## src/rtl/bus_arb_pkg.sv

```systemverilog
// bus_arb_pkg: shared types and limits for generic_bus_arbiter
package bus_arb_pkg;
  typedef enum logic {ARB_FIXED, ARB_RR} arb_mode_t;
  typedef enum logic {IDLE, ACCESS} arb_state_t;
  localparam int ARB_MAX_PORTS = 8;
endpackage

```

## src/rtl/rr_priority_pick.sv

```systemverilog
// rr_priority_pick: first set bit of req & ~excl at or after start, wrapping modulo N
module rr_priority_pick #(
  parameter int N  = 2,
  parameter int IW = $clog2(N)
) (
  input  logic [N-1:0]  req,
  input  logic [IW-1:0] start,
  input  logic [N-1:0]  excl,
  output logic [IW-1:0] idx,
  output logic          valid
);
  logic [N-1:0] cand;
  int j;
  always_comb begin
    cand = req & ~excl;
    idx = '0;
    valid = 1'b0;
    j = 0;
    // walk the wrap order backwards so the nearest candidate is written last
    for (int k = N - 1; k >= 0; k--) begin
      j = int'(start) + k;
      j = (j >= N) ? j - N : j;
      if (cand[j]) begin
        idx = IW'(j);
        valid = 1'b1;
      end
    end
  end
endmodule

```

## src/rtl/generic_bus_arbiter.sv

```systemverilog
// generic_bus_arbiter: merges NUM_PORTS generic-bus requesters onto one downstream bus
module generic_bus_arbiter
  import bus_arb_pkg::*;
#(
  parameter int        NUM_PORTS  = 2,
  parameter int        ADDR_WIDTH = 32,
  parameter int        DATA_WIDTH = 32,
  parameter arb_mode_t ARB_MODE   = ARB_RR,
  parameter int        MAX_STREAK = 4,
  localparam int       IW         = $clog2(NUM_PORTS),
  localparam int       BW         = DATA_WIDTH / 8
) (
  input  logic                                 CLK,
  input  logic                                 nRST,
  input  logic [NUM_PORTS-1:0][ADDR_WIDTH-1:0] up_addr,
  input  logic [NUM_PORTS-1:0][DATA_WIDTH-1:0] up_wdata,
  input  logic [NUM_PORTS-1:0][BW-1:0]         up_byte_en,
  input  logic [NUM_PORTS-1:0]                 up_ren,
  input  logic [NUM_PORTS-1:0]                 up_wen,
  output logic [NUM_PORTS-1:0][DATA_WIDTH-1:0] up_rdata,
  output logic [NUM_PORTS-1:0]                 up_busy,
  output logic [ADDR_WIDTH-1:0]                out_addr,
  output logic [DATA_WIDTH-1:0]                out_wdata,
  output logic [BW-1:0]                        out_byte_en,
  output logic                                 out_ren,
  output logic                                 out_wen,
  input  logic [DATA_WIDTH-1:0]                out_rdata,
  input  logic                                 out_busy,
  output logic [IW-1:0]                        grant_idx
);
  localparam logic [NUM_PORTS-1:0] ONE = 1;
  arb_state_t state_q, state_d;
  logic [IW-1:0] grant_q, grant_d, rr_ptr_q, rr_ptr_d, last_q, last_d, pick_idx;
  logic [3:0] streak_cnt_q, streak_cnt_d;
  logic [ADDR_WIDTH-1:0] hold_addr_q, hold_addr_d;
  logic [DATA_WIDTH-1:0] hold_wdata_q, hold_wdata_d;
  logic [BW-1:0] hold_be_q, hold_be_d;
  logic [NUM_PORTS-1:0] req, excl, oth_last, oth_grant;
  logic in_access, done, abort, pick_valid;
  assign req       = up_ren | up_wen;
  assign in_access = state_q == ACCESS;
  assign done      = in_access && !out_busy;
  assign abort     = in_access && out_busy && !req[grant_q];
  assign oth_last  = req & ~(ONE << last_q);
  assign oth_grant = req & ~(ONE << grant_q);
  // a port that has hit its streak limit sits out one arbitration if anyone else is waiting
  assign excl = (ARB_MODE == ARB_FIXED && int'(streak_cnt_q) >= MAX_STREAK && |oth_last) ? ONE << last_q : '0;
  rr_priority_pick #(.N(NUM_PORTS), .IW(IW)) u_pick (
    .req   (req),
    .start (ARB_MODE == ARB_RR ? rr_ptr_q : '0),
    .excl  (excl),
    .idx   (pick_idx),
    .valid (pick_valid)
  );
  always_comb begin
    state_d = state_q;
    grant_d = grant_q;
    rr_ptr_d = rr_ptr_q;
    last_d = last_q;
    streak_cnt_d = streak_cnt_q;
    if (!in_access) begin
      state_d = pick_valid ? ACCESS : IDLE;
      grant_d = pick_valid ? pick_idx : grant_q;
      streak_cnt_d = (pick_valid && |excl) ? 4'd0 : streak_cnt_q;
    end else if (done) begin
      state_d = IDLE;
      rr_ptr_d = (ARB_MODE != ARB_RR) ? rr_ptr_q : (grant_q == IW'(NUM_PORTS - 1)) ? '0 : grant_q + 1'b1;
      last_d = grant_q;
      streak_cnt_d = !(|oth_grant) ? 4'd0 : (grant_q != last_q) ? 4'd1 : (streak_cnt_q == 4'd15) ? streak_cnt_q : streak_cnt_q + 4'd1;
    end else if (abort) begin
      state_d = IDLE;
    end
  end
  // downstream address/data keep the last granted values while idle
  always_comb begin
    hold_addr_d  = in_access ? up_addr[grant_q] : hold_addr_q;
    hold_wdata_d = in_access ? up_wdata[grant_q] : hold_wdata_q;
    hold_be_d    = in_access ? up_byte_en[grant_q] : hold_be_q;
  end
  always_ff @(posedge CLK) begin
    if (!nRST) begin
      state_q      <= IDLE;
      grant_q      <= '0;
      rr_ptr_q     <= '0;
      last_q       <= '0;
      streak_cnt_q <= '0;
      hold_addr_q  <= '0;
      hold_wdata_q <= '0;
      hold_be_q    <= '0;
    end else begin
      state_q      <= state_d;
      grant_q      <= grant_d;
      rr_ptr_q     <= rr_ptr_d;
      last_q       <= last_d;
      streak_cnt_q <= streak_cnt_d;
      hold_addr_q  <= hold_addr_d;
      hold_wdata_q <= hold_wdata_d;
      hold_be_q    <= hold_be_d;
    end
  end
  always_comb begin
    up_busy = '1;
    up_rdata = '0;
    if (in_access) begin
      up_busy[grant_q] = out_busy;
      up_rdata[grant_q] = out_rdata;
    end
  end
  assign out_addr    = in_access ? up_addr[grant_q] : hold_addr_q;
  assign out_wdata   = in_access ? up_wdata[grant_q] : hold_wdata_q;
  assign out_byte_en = in_access ? up_byte_en[grant_q] : hold_be_q;
  assign out_ren     = in_access && up_ren[grant_q];
  assign out_wen     = in_access && up_wen[grant_q];
  assign grant_idx   = grant_q;
endmodule
```

## config.mk

```make
export PLATFORM = sky130hd
export DESIGN_NAME = generic_bus_arbiter
export DESIGN_NICKNAME = d
export VERILOG_FILES = /design/src/rtl/bus_arb_pkg.sv /design/src/rtl/rr_priority_pick.sv /design/src/rtl/generic_bus_arbiter.sv
export SDC_FILE = /design/constraint.sdc
export NUM_CORES = 1
export LEC_CHECK = 0
export BUFFER_PORTS_ARGS = -buffer_cell sky130_fd_sc_hd__buf_4
export CORE_AREA = 2 2 120 122
export CTS_CLUSTER_DIAMETER = 40
export DETAILED_ROUTE_END_ITERATION = 12
export DIE_AREA = 0 0 122 124
export GPL_TIMING_DRIVEN = 0
export PLACE_DENSITY_LB_ADDON = 0.25
export RECOVER_POWER = 50
export REMOVE_ABC_BUFFERS = 1
export SYNTH_ARGS = -nofsm -noshare
export SYNTH_HDL_FRONTEND = slang
export SYNTH_SLANG_ARGS = --single-unit
export TNS_END_PERCENT = 30
```

## constraint.sdc

```tcl
create_clock -name CLK -period 2.2 [get_ports CLK]
set_input_delay 0.11 -clock CLK [delete_from_list [all_inputs] [get_ports CLK]]
set_output_delay 0.11 -clock CLK [all_outputs]
set_load 0.02 [all_outputs]
```

## Yosys cells after proc, flatten, opt, wreduce, memory -nomap -nowiden

Index checks and enable logic that the tools add are counted.

| word-level totals | value |
|---|---|
| register bits | 71 |
| latch bits | 0 |
| bits in writable memories | 0 |
| memory bits (read-only) | 0 |
| input bits | 175 |
| output and inout port bits | 137 |
| word-level logic and storage cells | 69 |
| memories | 0 |

| cells by class | value |
|---|---|
| $add $sub $neg | 4 |
| multipliers | 0 |
| div/mod/pow operators | 0 |
| magnitude comparators | 6 |
| eq/ne operators | 0 |
| shift-type cells | 0 |
| mux-type cells | 38 |
| bitwise logic cells | 5 |
| reduce and logical (&&, ||, !) cells | 10 |

Operators with widths:

| kind | count |
|---|---|
| $mux W32 | 9 |
| $and A64 B64 Y64 | 1 |
| $lt A32 B3 Y1 const B | 2 |
| $mux W64 | 1 |
| $demux W32 S1 | 1 |
| $ge A32 B3 Y1 const B | 1 |
| $sub A32 B3 Y32 const B | 1 |
| $mux W1 | 22 |
| $mux W4 | 3 |
| $logic_and A1 B1 Y1 | 6 |
| $or A2 B2 Y2 | 2 |
| $reduce_and A2 Y1 | 2 |
| $sub A1 B2 Y3 const B | 1 |
| $add A1 B1 Y2 const B | 1 |
| $ge A1 B2 Y1 const B | 1 |
| $logic_not A1 Y1 | 2 |
| $lt A1 B2 Y1 const B | 1 |
| $mux W2 | 1 |
| $not A2 Y2 | 1 |
| $add A1 B1 Y1 const B | 1 |
| $demux W1 S1 | 1 |
| $ge A1 B1 Y1 const B | 1 |
| $not A1 Y1 | 1 |

## Depth between registers and ports, before layout

Gate-level depths: netlist (run 1).

| logic depth | value |
|---|---|
| word-level depth | 10 |
| mapped depth | 5 |
| mapped depth without buffers | 3 |

## Modules after synthesis

Synthesis (run 1) repeated with hierarchy kept, for this count alone.

| second synthesis, totals | value |
|---|---|
| cells, all modules | 473 |
| area, all modules | 4,267.8 um^2 |

By module, submodules not included:

| module | instances | cells each | area each (um^2) |
|---|---|---|---|
| generic_bus_arbiter | 1 | 468 | 4,231.6 |
| rr_priority_pick | 1 | 5 | 36.3 |

## Worst setup path after synthesis (run 1)

Ideal clock, no wire load.

| path | value |
|---|---|
| path kind | register to register |
| start point | register grant_q, in the netlist grant_idx |
| end point | register hold_be_q[3] |
| arrival | 1.330 ns |
| required time | 2.085 ns |
| setup slack | 0.756 ns |
| stages on the path, launching flop included | 6 |
| path buffers | 2 |
| period minus slack after synthesis | 1.444 ns |
| path through | dfxtp_1 -> buf_6 -> buf_12 -> mux2i_1 -> a21oi_2 -> and2_1 |

| between the ends | value |
|---|---|
| longest elaborated chain between the ends | 3 |

RTL lines:

| element | line | RTL |
|---|---|---|
| from (decl) | generic_bus_arbiter.sv:33 | `logic [IW-1:0] grant_q, grant_d, rr_ptr_q, rr_ptr_d, last_q, last_d, pick_idx;` |
| from (signal assigned) | generic_bus_arbiter.sv:92 | `grant_q <= grant_d;` |
| $mux W4 (3 in series) | -- |  |
| via out_byte_en[3] | generic_bus_arbiter.sv:24 | `output logic [BW-1:0] out_byte_en,` |
| to (signal assigned) | generic_bus_arbiter.sv:98 | `hold_be_q <= hold_be_d;` |
| to (decl) | generic_bus_arbiter.sv:37 | `logic [BW-1:0] hold_be_q, hold_be_d;` |

The timed path passes the listed nets, and every way through them passes these cells. The select of a mux whose other input is x is not followed.
A chain may end at the register's enable or synchronous reset.

==> results of run 1 <==
## area by class of cell
cell class                 count  area [sq um]  area share (%)
timing repair buffer         317          2355           34.89
clock inverter                 1         5.005         0.07416
sequential                    71          1429           21.17
multi-input combinational    355          2467           36.56
inverter                       2         7.507          0.1112
clock buffer                  13         260.3           3.856
tap                          180         225.2           3.337
## where the power goes
group / total (mW) / internal [mW] / switching, mW
Sequential: 1.46 / 1.41 / 0.0509
Clock: 1.30 / 0.810 / 0.487
Combinational: 1.59 / 0.739 / 0.851
Total: 4.34 / 2.95 / 1.39
## per-stage QoR
stage / TNS [ns] / hold slack (ns) / setup WS, ns
after floorplan: -527.36 / 0.2278 / -3.259
after global placement: -775.90 / 0.4819 / -4.909
after detailed placement: 0 / 0.4848 / 0.1672
after CTS: 0 / 0.1347 / 0.02034
after global routing: 0 / 0.1606 / 0.07344
final: 0 / 0.1517 / 0.1872
## layout by cell type (no fill, tap or decap), types with 2 or more instances in the layout
cell,netlist,layout
dfxtp_1,71,69
nand2_1,2,2
a21oi_2,68,61
mux2i_1,70,70
nor2_1,72,72
buf_12,7,3
and3_1,32,32
inv_1,2,2
a21oi_1,1,8
dfxtp_4,0,2
clkbuf_8,0,2
and2_1,100,74
clkbuf_16,0,10
buf_16,0,2
and2_0,0,26
clkbuf_1,21,34
buf_4,9,279
## worst max-delay path, stage by stage, from the launching register on
cell and delay, ns:
dfxtp_4 0.48, buf_16 0.22, inv_1 0.19, nor2_4 0.35, and2_1 0.19, buf_4 0.14
## metal layers
metal	up-vias	GRT usage, %	wire length, microns
met5	-	0	0
met1	1901	17.61	5186
met3	21	4.945	1248
li1	2154	-	-
met4	0	8.046	356
met2	175	31.11	7259
## worst max-delay path by stage
stage,to,cells past startpoint,slack (ns)
finish,up_rdata[2],5,0.19
global route,up_rdata[5],5,0.07
CTS,out_wdata[21],4,0.02
detailed placement,out_wdata[21],4,0.17
global placement,up_rdata[4],4,-4.91
floorplan,up_rdata[0],3,-3.26
## state kept, by name (all words and copies together) (netlist names)
name	cells
hold_addr_q	32
hold_wdata_q	32
hold_be_q	4
grant_idx	1
in_access	1
rr_ptr_q	1
## cell families after synthesis
family | Yosys count | share of synthesized area, %
multiplexers | 70 | 16.59
AO/OA/AOI/OAI | 75 | 15.31
AND/OR/NAND/NOR | 209 | 26.87
buffers and inverters | 43 | 7.583
flip-flops | 71 | 33.65
## repair_timing
item,in CTS,in global routing
pin swaps,0,1
buffers inserted,1,1
cloned,0,2
hold endpoints to repair,0,0
setup endpoints to repair,29,44
==> impl_metrics.env, run 1 <==
export IMPL_max_clock_freq_mhz=496.8
export IMPL_clock_sinks=71
export IMPL_yosysTopAreaCell="dfxtp_1"
export IMPL_slew_headroom_pct=61.64
export IMPL_start_util_pct=30.79
export IMPL_tightest_slew_ns=0.5754
export IMPL_power_per_cell_area_nw_per_um2=643.6
export IMPL_cts_hold_buf=0
export IMPL_slew_viol_final=0
export IMPL_detail_route_iter0_violations=118
export IMPL_grt_overflow=0
export IMPL_r2r_start="grant_idx"
export IMPL_synthArstFlopShare_pct=0
export IMPL_gp_congestion=0.7866
export IMPL_synthCells=468
export IMPL_dr_pass1_iters=4
export IMPL_synth_ff_type="dfxtp_1"
export IMPL_design_area_sq_um=6749
export IMPL_diodes=0
export IMPL_rows=43
export IMPL_synth_edf_count=0
export IMPL_cts_buffers=9
export IMPL_drt_wl_total_microns=14050
export IMPL_grt_first_pass_wirelength_microns=19890
export IMPL_core_sq_um=13720
export IMPL_whs_path_depth=3
export IMPL_min_delay_start="out_busy"
export IMPL_required_ns=2.09
export IMPL_fill_cells=1367
export IMPL_r2r_end="hold_be_q[0]"
export IMPL_finalCritPeriodShare_pct=91.49
export IMPL_die_w_microns=122
export IMPL_synth_avg_cell_area_sq_um=9.026
export IMPL_r2r_cells=4
export IMPL_setup_violations_final=0
export IMPL_worstPathArrival_ns=1.90
export IMPL_io_buffers=311
export IMPL_antenna_found_initial=0
export IMPL_leakagePower_nw=3.103
export IMPL_status="completed"
export IMPL_grt_setup_unrepaired="false"
export IMPL_fin_crit_ns=2.013
export IMPL_finalHoldViolCount=0
export IMPL_fin_skew_ns=0.002661
export IMPL_wire_per_inst_microns=14.96
export IMPL_via_per_inst=4.527
export IMPL_cp_max_fo=41
export IMPL_synth_seq_cells=71
export IMPL_fin_total_pwr_mw=4.343
export IMPL_die_area_sq_um=15130
export IMPL_synth_most_common_cell="and2_1"
export IMPL_yosysWarnings=0
export IMPL_cp_start_kind="flip-flop"
export IMPL_startpoint="in_access"
export IMPL_vdd_drop_max_uv=284.6
export IMPL_io_pins=312
export IMPL_hold_class="primary input to flip-flop"
export IMPL_postLayoutCoreUtil_pct=49.19
export IMPL_endpoint_kind="output pin"
export IMPL_netlist_top_cells_area="dfxtp_1 34%, mux2i_1 17%, and2_1 15%"
export IMPL_syn_area_sq_um=4224
export IMPL_h_tree_depth=3
export IMPL_ctsResizeCount=0
export IMPL_grt_total_usage_pct=16.89
export IMPL_grt_max_degree=83
export IMPL_ant_nets=0
export IMPL_holdPathEnd="rr_ptr_q"
export IMPL_drc_errors=0
export IMPL_place_area_sq_um=6554
export IMPL_num_nets_final=931
export IMPL_root_buffer="clkbuf_16"
export IMPL_numPlacedInstances=921
export IMPL_layout_area_overhead_vs_synth_pct=59.77
export IMPL_path_clk_slew_ns=0.05
export IMPL_dp_hpwl_microns=10210
export IMPL_synth_top_area_share_pct=33.65
export IMPL_drive_gt1_share_pct=47.69
export IMPL_clock_tree_buffer_depth=2
export IMPL_crit_type="flip-flop to output pin"
export IMPL_yosys_top_cells_count="100 x and2_1, 72 x nor2_1, 71 x dfxtp_1"
export IMPL_first_global_vias=3966
export IMPL_synth_cell_types=23
export IMPL_clock_latency_ns=0.32
export IMPL_die_h_microns=124
export IMPL_vias=4251
export IMPL_layout_cells_non_filler=939
export IMPL_rrSetupSlack_ns=0.61
export IMPL_synth_seq_area_share_pct=33.65
export IMPL_cts_tree="done"
export IMPL_cap_violations=0
(Power assumes the default switching activity.)
==> run 2, diff against run 1 <==
clock period = 1.7 ns   (was 2.2 ns; I/O delays follow)
==> run 2 against run 1 <==
  * Sequential power grew 28%
  * Routed wire length is 15% higher
  * Largest power group unchanged
  * Clock skew grew 0.0033 ns
  * Flip-flop and latch count did not move
  * Via count is 5.7% higher
==> impl_metrics.env, run 2 (synthesis gave the netlist of run 1 again) <==
export IMPL_path_clk_slew_ns=0.05
export IMPL_critPathMaxStageDelay_ns=0.37
export IMPL_grt_max_degree=83
export IMPL_most_common_layout_cells="297 x buf_4, 83 x and2_1, 72 x nor2_1, 69 x dfxtp_1, 68 x a21oi_2"
export IMPL_grt_setup_unrepaired="true"
export IMPL_whs_path_depth=3
export IMPL_fin_total_pwr_mw=5.945
export IMPL_final_common_cell="buf_4"
export IMPL_fin_crit_ns=1.689
export IMPL_sw_frac_of_total_pct=32.15
export IMPL_clock_tree_buffer_depth=2
export IMPL_gp_congestion=0.7866
export IMPL_die_area_sq_um=15130
export IMPL_tns_ns=0
export IMPL_top_regs="hold_addr_q x32, hold_wdata_q x32, hold_be_q x4"
export IMPL_cts_hold_buf=0
export IMPL_finalCritPeriodShare_pct=99.32
export IMPL_drc_errors=0
export IMPL_r2r_cells=6
export IMPL_drt_wl_total_microns=16110
export IMPL_power_per_cell_area_nw_per_um2=801.3
export IMPL_clock_sinks=71
export IMPL_dp_hpwl_microns=10210
export IMPL_grt_overflow=0
export IMPL_drive_gt1_share_pct=57.22
export IMPL_layout_cells_non_filler=963
export IMPL_wire_per_inst_microns=16.72
export IMPL_crit_chain="buf_12, clkbuf_16, nor2_4, and2_1, buf_4"
export IMPL_vias=4493
export IMPL_via_per_inst=4.666
export IMPL_postLayoutCoreUtil_pct=54.07
export IMPL_die_h_microns=124
export IMPL_cts_tree="done"
export IMPL_tightest_slew_ns=0.5803
export IMPL_core_sq_um=13720
export IMPL_vdd_drop_max_uv=374.4
export IMPL_combPwrFrac_pct=40.1
export IMPL_cp_slowest_cell="dfxtp_4"
export IMPL_cp_max_fo=8
export IMPL_design_area_sq_um=7418
export IMPL_finalHoldViolCount=0
export IMPL_h_tree_depth=3
export IMPL_numPlacedInstances=921
export IMPL_max_clock_freq_mhz=592.2
export IMPL_fin_skew_ns=0.005930
export IMPL_min_delay_start="out_busy"
export IMPL_slew_headroom_pct=61.31
export IMPL_diodes=0
export IMPL_start_util_pct=30.79
export IMPL_rows=43
export IMPL_layout_area_overhead_vs_synth_pct=75.62
export IMPL_pwr_share_clk_pct=28.5
export IMPL_die_w_microns=122
export IMPL_io_buffers=311
export IMPL_rrSetupSlack_ns=0.33
export IMPL_ant_nets=0
export IMPL_slew_viol_final=0
export IMPL_endpoint_kind="output pin"
export IMPL_p_int_mw=4.033
export IMPL_status="completed"
export IMPL_cp_start_kind="flip-flop"
export IMPL_io_pins=312
export IMPL_first_global_vias=4188
export IMPL_cts_buffers=9
export IMPL_netSwitchingPower_mw=1.911
export IMPL_place_area_sq_um=6554
export IMPL_r2r_end="in_access"
export IMPL_power_frac_seq_pct=31.4
export IMPL_worstPathArrival_ns=1.60
export IMPL_required_ns=1.62
export IMPL_clock_latency_ns=0.33
export IMPL_num_nets_final=955
export IMPL_root_buffer="clkbuf_16"
export IMPL_holdPathEnd="rr_ptr_q"
export IMPL_setup_violations_final=0
export IMPL_leakagePower_nw=3.487
export IMPL_crit_type="flip-flop to output pin"
export IMPL_grt_total_usage_pct=18.57
export IMPL_cap_violations=0
export IMPL_r2r_start="grant_idx"
export IMPL_dr_pass1_iters=4
export IMPL_detail_route_iter0_violations=171
export IMPL_hold_class="primary input to flip-flop"
export IMPL_antenna_found_initial=0
export IMPL_grt_first_pass_wirelength_microns=21620
==> run 2: power by group through the flow <==
stage / Clock, mW / Sequential (mW) / Combinational [mW]
finish: 1.70 / 1.87 / 2.38
floorplan: 0 / 2.02 / 1.06
CTS: 1.75 / 1.86 / 2.24
global placement: 0 / 2.06 / 1.97
global route: 1.83 / 1.88 / 2.55
detailed placement: 0 / 1.94 / 2.06
==> run 2: area by class of cell <==
class                           instances  area [sq um]
Clock buffer                           13         260.3
Clock inverter                          1         5.005
Fill cell                            1260          6301
Inverter                                2         11.26
Multi-Input combinational cell        357          2586
Sequential cell                        71          1429
Tap cell                              180         225.2
Timing Repair Buffer                  339          2902
==> run 2: routing by layer <==
layer | share of wire, % | up-vias | GRT usage, %
met5 | 0 | - | 0
met4 | 3.1 | 0 | 9.195
met3 | 8.0 | 31 | 4.716
met2 | 51 | 200 | 34.29
met1 | 38 | 2048 | 19.59
li1 | - | 2214 | -
==> run 2: stage by stage <==
stage / hold WS, ns / worst slack, ns
final: 0.1231 / 0.01150
after global placement: 0.4569 / -5.384
after detailed placement: 0.4598 / -0.3289
after global routing: 0.1327 / -0.05875
after CTS: 0.1097 / -0.02499
after floorplan: 0.2028 / -3.734
==> run 2: worst max-delay path by stage <==
stage,from,end,slack (ns),cells past startpoint
3_3_place_gp,in_access,up_rdata[4],-5.38,4
4_1_cts,in_access,up_rdata[6],-0.02,6
6_report,grant_idx,up_rdata[0],0.01,5
3_5_place_dp,grant_idx,hold_wdata_q[21],-0.33,4
2_1_floorplan,in_access,up_rdata[0],-3.73,3
5_1_grt,grant_idx,up_rdata[0],-0.06,5
==> run 2: timing repair <==
action | in CTS | in global routing
gates resized for setup | 11 | 46
setup buffers | 11 | 4
setup endpoints to repair | 169 | 94
cloned | 5 | 8
pin swaps | 9 | 18
==> run 2: worst max-delay path: cells and delay by family (launching register included) <==
family / cells / cell delay, ns
AND/OR/NAND/NOR: 2 / 0.43
flip-flops: 1 / 0.37
buffers and inverters: 3 / 0.47
==> run 3, diff against run 2 <==
==> constraint.sdc (replaced) <==
create_clock -name CLK -period 1.7 [get_ports CLK]
set_input_delay 0.34 -clock CLK [delete_from_list [all_inputs] [get_ports CLK]]
set_output_delay 0.34 -clock CLK [all_outputs]
set_load 0.02 [all_outputs]
==> run 3 against run 2 <==
  * The run now ends with setup timing left
  * Core utilization grew 4.3 points
  * Final cell count grew 0.93%
  * Total power grew 5.2%
  * First-iteration DRC count shrank 26%
  * Critical path depth grew 2
  * Register-to-register slack lost 0.04 ns
  * Via count grew 3.1%
  * Combinational power grew 13%
  * Setup slack lost 0.27 ns
  * Die area is the same
  * Flip-flop and latch count is the same
  * Sequential share of layout area shrank 1.4 points
  * Largest power group unchanged
  * Highest routed layer unchanged
==> impl_metrics.env, run 3 (synthesis gave the netlist of run 1 again) <==
export IMPL_cp_slowest_cell="dfxtp_4"
export IMPL_cts_buffers=9
export IMPL_wire_per_inst_microns=18.08
export IMPL_tns_ns=-17.76
export IMPL_dp_hpwl_microns=10210
export IMPL_drt_wl_total_microns=17580
export IMPL_h_tree_depth=3
export IMPL_max_clock_freq_mhz=510.6
export IMPL_preCtsSetupSlack_ns=-0.5628
export IMPL_die_area_sq_um=15130
export IMPL_grt_total_usage_pct=20.90
export IMPL_cp_max_fo=9
export IMPL_fin_skew_ns=0.005131
export IMPL_timing_critical_path_mode_cell="buf_6"
export IMPL_r2r_end="hold_addr_q[9]"
export IMPL_ant_nets=0
export IMPL_crit_chain="buf_16, clkinvlp_4, buf_12, nor2_4, buf_6, and2_1, buf_6"
export IMPL_status="finished with violations"
export IMPL_cts_tree="done"
export IMPL_fill_cells=1169
export IMPL_core_sq_um=13720
export IMPL_multiInputGateArea_sq_um=2800
export IMPL_leakagePower_nw=3.673
export IMPL_crit_type="flip-flop to output pin"
export IMPL_whs_path_depth=3
export IMPL_grt_first_pass_wirelength_microns=23940
export IMPL_num_nets_final=964
export IMPL_clock_latency_ns=0.33
export IMPL_startpoint="in_access"
export IMPL_io_pins=312
export IMPL_critPathMaxStageDelay_ns=0.40
export IMPL_fin_crit_ns=1.958
export IMPL_power_per_cell_area_nw_per_um2=781.2
export IMPL_vias=4634
export IMPL_setup_ws_ns=-0.2584
export IMPL_r2r_start="grant_idx"
export IMPL_drc_errors=0
export IMPL_detail_route_iter0_violations=126
export IMPL_vdd_drop_max_uv=386.9
export IMPL_finalCritPeriodShare_pct=115.2
export IMPL_rrSetupSlack_ns=0.29
export IMPL_die_h_microns=124
export IMPL_io_buffers=311
export IMPL_violations="setup timing"
export IMPL_required_ns=1.36
export IMPL_gp_congestion=0.7866
export IMPL_first_global_vias=4423
export IMPL_worstPathArrival_ns=1.62
export IMPL_diodes=0
export IMPL_grt_overflow=0
export IMPL_grt_setup_unrepaired="true"
export IMPL_rows=43
export IMPL_layout_area_overhead_vs_synth_pct=89.57
export IMPL_path_clk_slew_ns=0.05
export IMPL_setup_violations_final=134
export IMPL_slew_headroom_pct=61.65
export IMPL_root_buffer="clkbuf_16"
export IMPL_via_per_inst=4.767
export IMPL_dr_pass1_iters=4
export IMPL_cap_violations=0
export IMPL_seq_area_sq_um=1429
export IMPL_die_w_microns=122
export IMPL_clock_tree_buffer_depth=2
export IMPL_endpoint_kind="output pin"
export IMPL_top_regs="hold_addr_q x32, hold_wdata_q x32, hold_be_q x4"
export IMPL_drive_gt1_share_pct=61.36
export IMPL_cp_start_kind="flip-flop"
export IMPL_final_common_cell="buf_4"
export IMPL_cts_hold_buf=0
export IMPL_grt_max_degree=72
export IMPL_finalHoldViolCount=0
export IMPL_antenna_found_initial=0
export IMPL_r2r_cells=6
export IMPL_most_common_layout_cells="264 x buf_4, 85 x and2_1, 70 x nor2_1, 69 x dfxtp_1, 67 x a21oi_2"
export IMPL_hold_class="primary input to flip-flop"
export IMPL_tightest_slew_ns=0.5752
export IMPL_clock_sinks=71
export IMPL_slew_viol_final=0
export IMPL_start_util_pct=30.79
export IMPL_crit_path_end="up_rdata[17]"
run 3: metrics by stage:
stage	power (mW)	instances	util (%)	instance area [sq um]	hold slack, ns
after detailed placement	4.002	921	47.77	6554	0.4947
final	6.256	972	58.37	8008	0.3676
after CTS	6.080	963	54.68	7502	0.3647
after global placement	4.026	918	47.17	6471	0.4890
after global routing	6.565	972	58.37	8008	0.3730
after floorplan	3.080	427	-	3911	0.4578
run 3: critical path: cells and delay by family (launching register included):
| family | cells | cell delay (ns) |
|---|---|---|
| simple gates | 2 | 0.27 |
| buf+inv | 5 | 0.62 |
| flops | 1 | 0.40 |
run 3: cell type report:
class / count / area share [%]
Clock inverter: 1 / 0.06250
Timing Repair Buffer: 348 / 40.92
Clock buffer: 13 / 3.250
Sequential cell: 71 / 17.84
Multi-Input combinational cell: 357 / 34.97
Tap cell: 180 / 2.813
Inverter: 2 / 0.1406
run 3: where the power goes:
part / total [mW] / leakage [nW] / internal (mW) / switching (mW)
Clock: 1.71 / 0.132 / 1.05 / 0.660
Sequential: 1.87 / 0.590 / 1.82 / 0.0490
Combinational: 2.68 / 2.95 / 1.36 / 1.32
run 3: worst min path at each step:
stage	from	end	slack [ns]
floorplan	nRST	in_access	0.46
global placement	rr_ptr_q	rr_ptr_q	0.49
detailed placement	rr_ptr_q	rr_ptr_q	0.49
CTS	out_busy	rr_ptr_q	0.36
global route	out_busy	rr_ptr_q	0.37
finish	out_busy	rr_ptr_q	0.37
run 3: per-layer routing:
metal | routed length (microns) | track usage, %
met4 | 584 | 10.92
met1 | 6718 | 23.41
met3 | 1272 | 5.220
met2 | 9003 | 36.66
met5 | 0 | 0
run 3: what timing repair did:
item                                    CTS  global route
pin swaps                                12            32
endpoints found under the setup margin  169           136
cloned                                   14             6
gates resized for setup                  58            84
setup buffers                            14             3
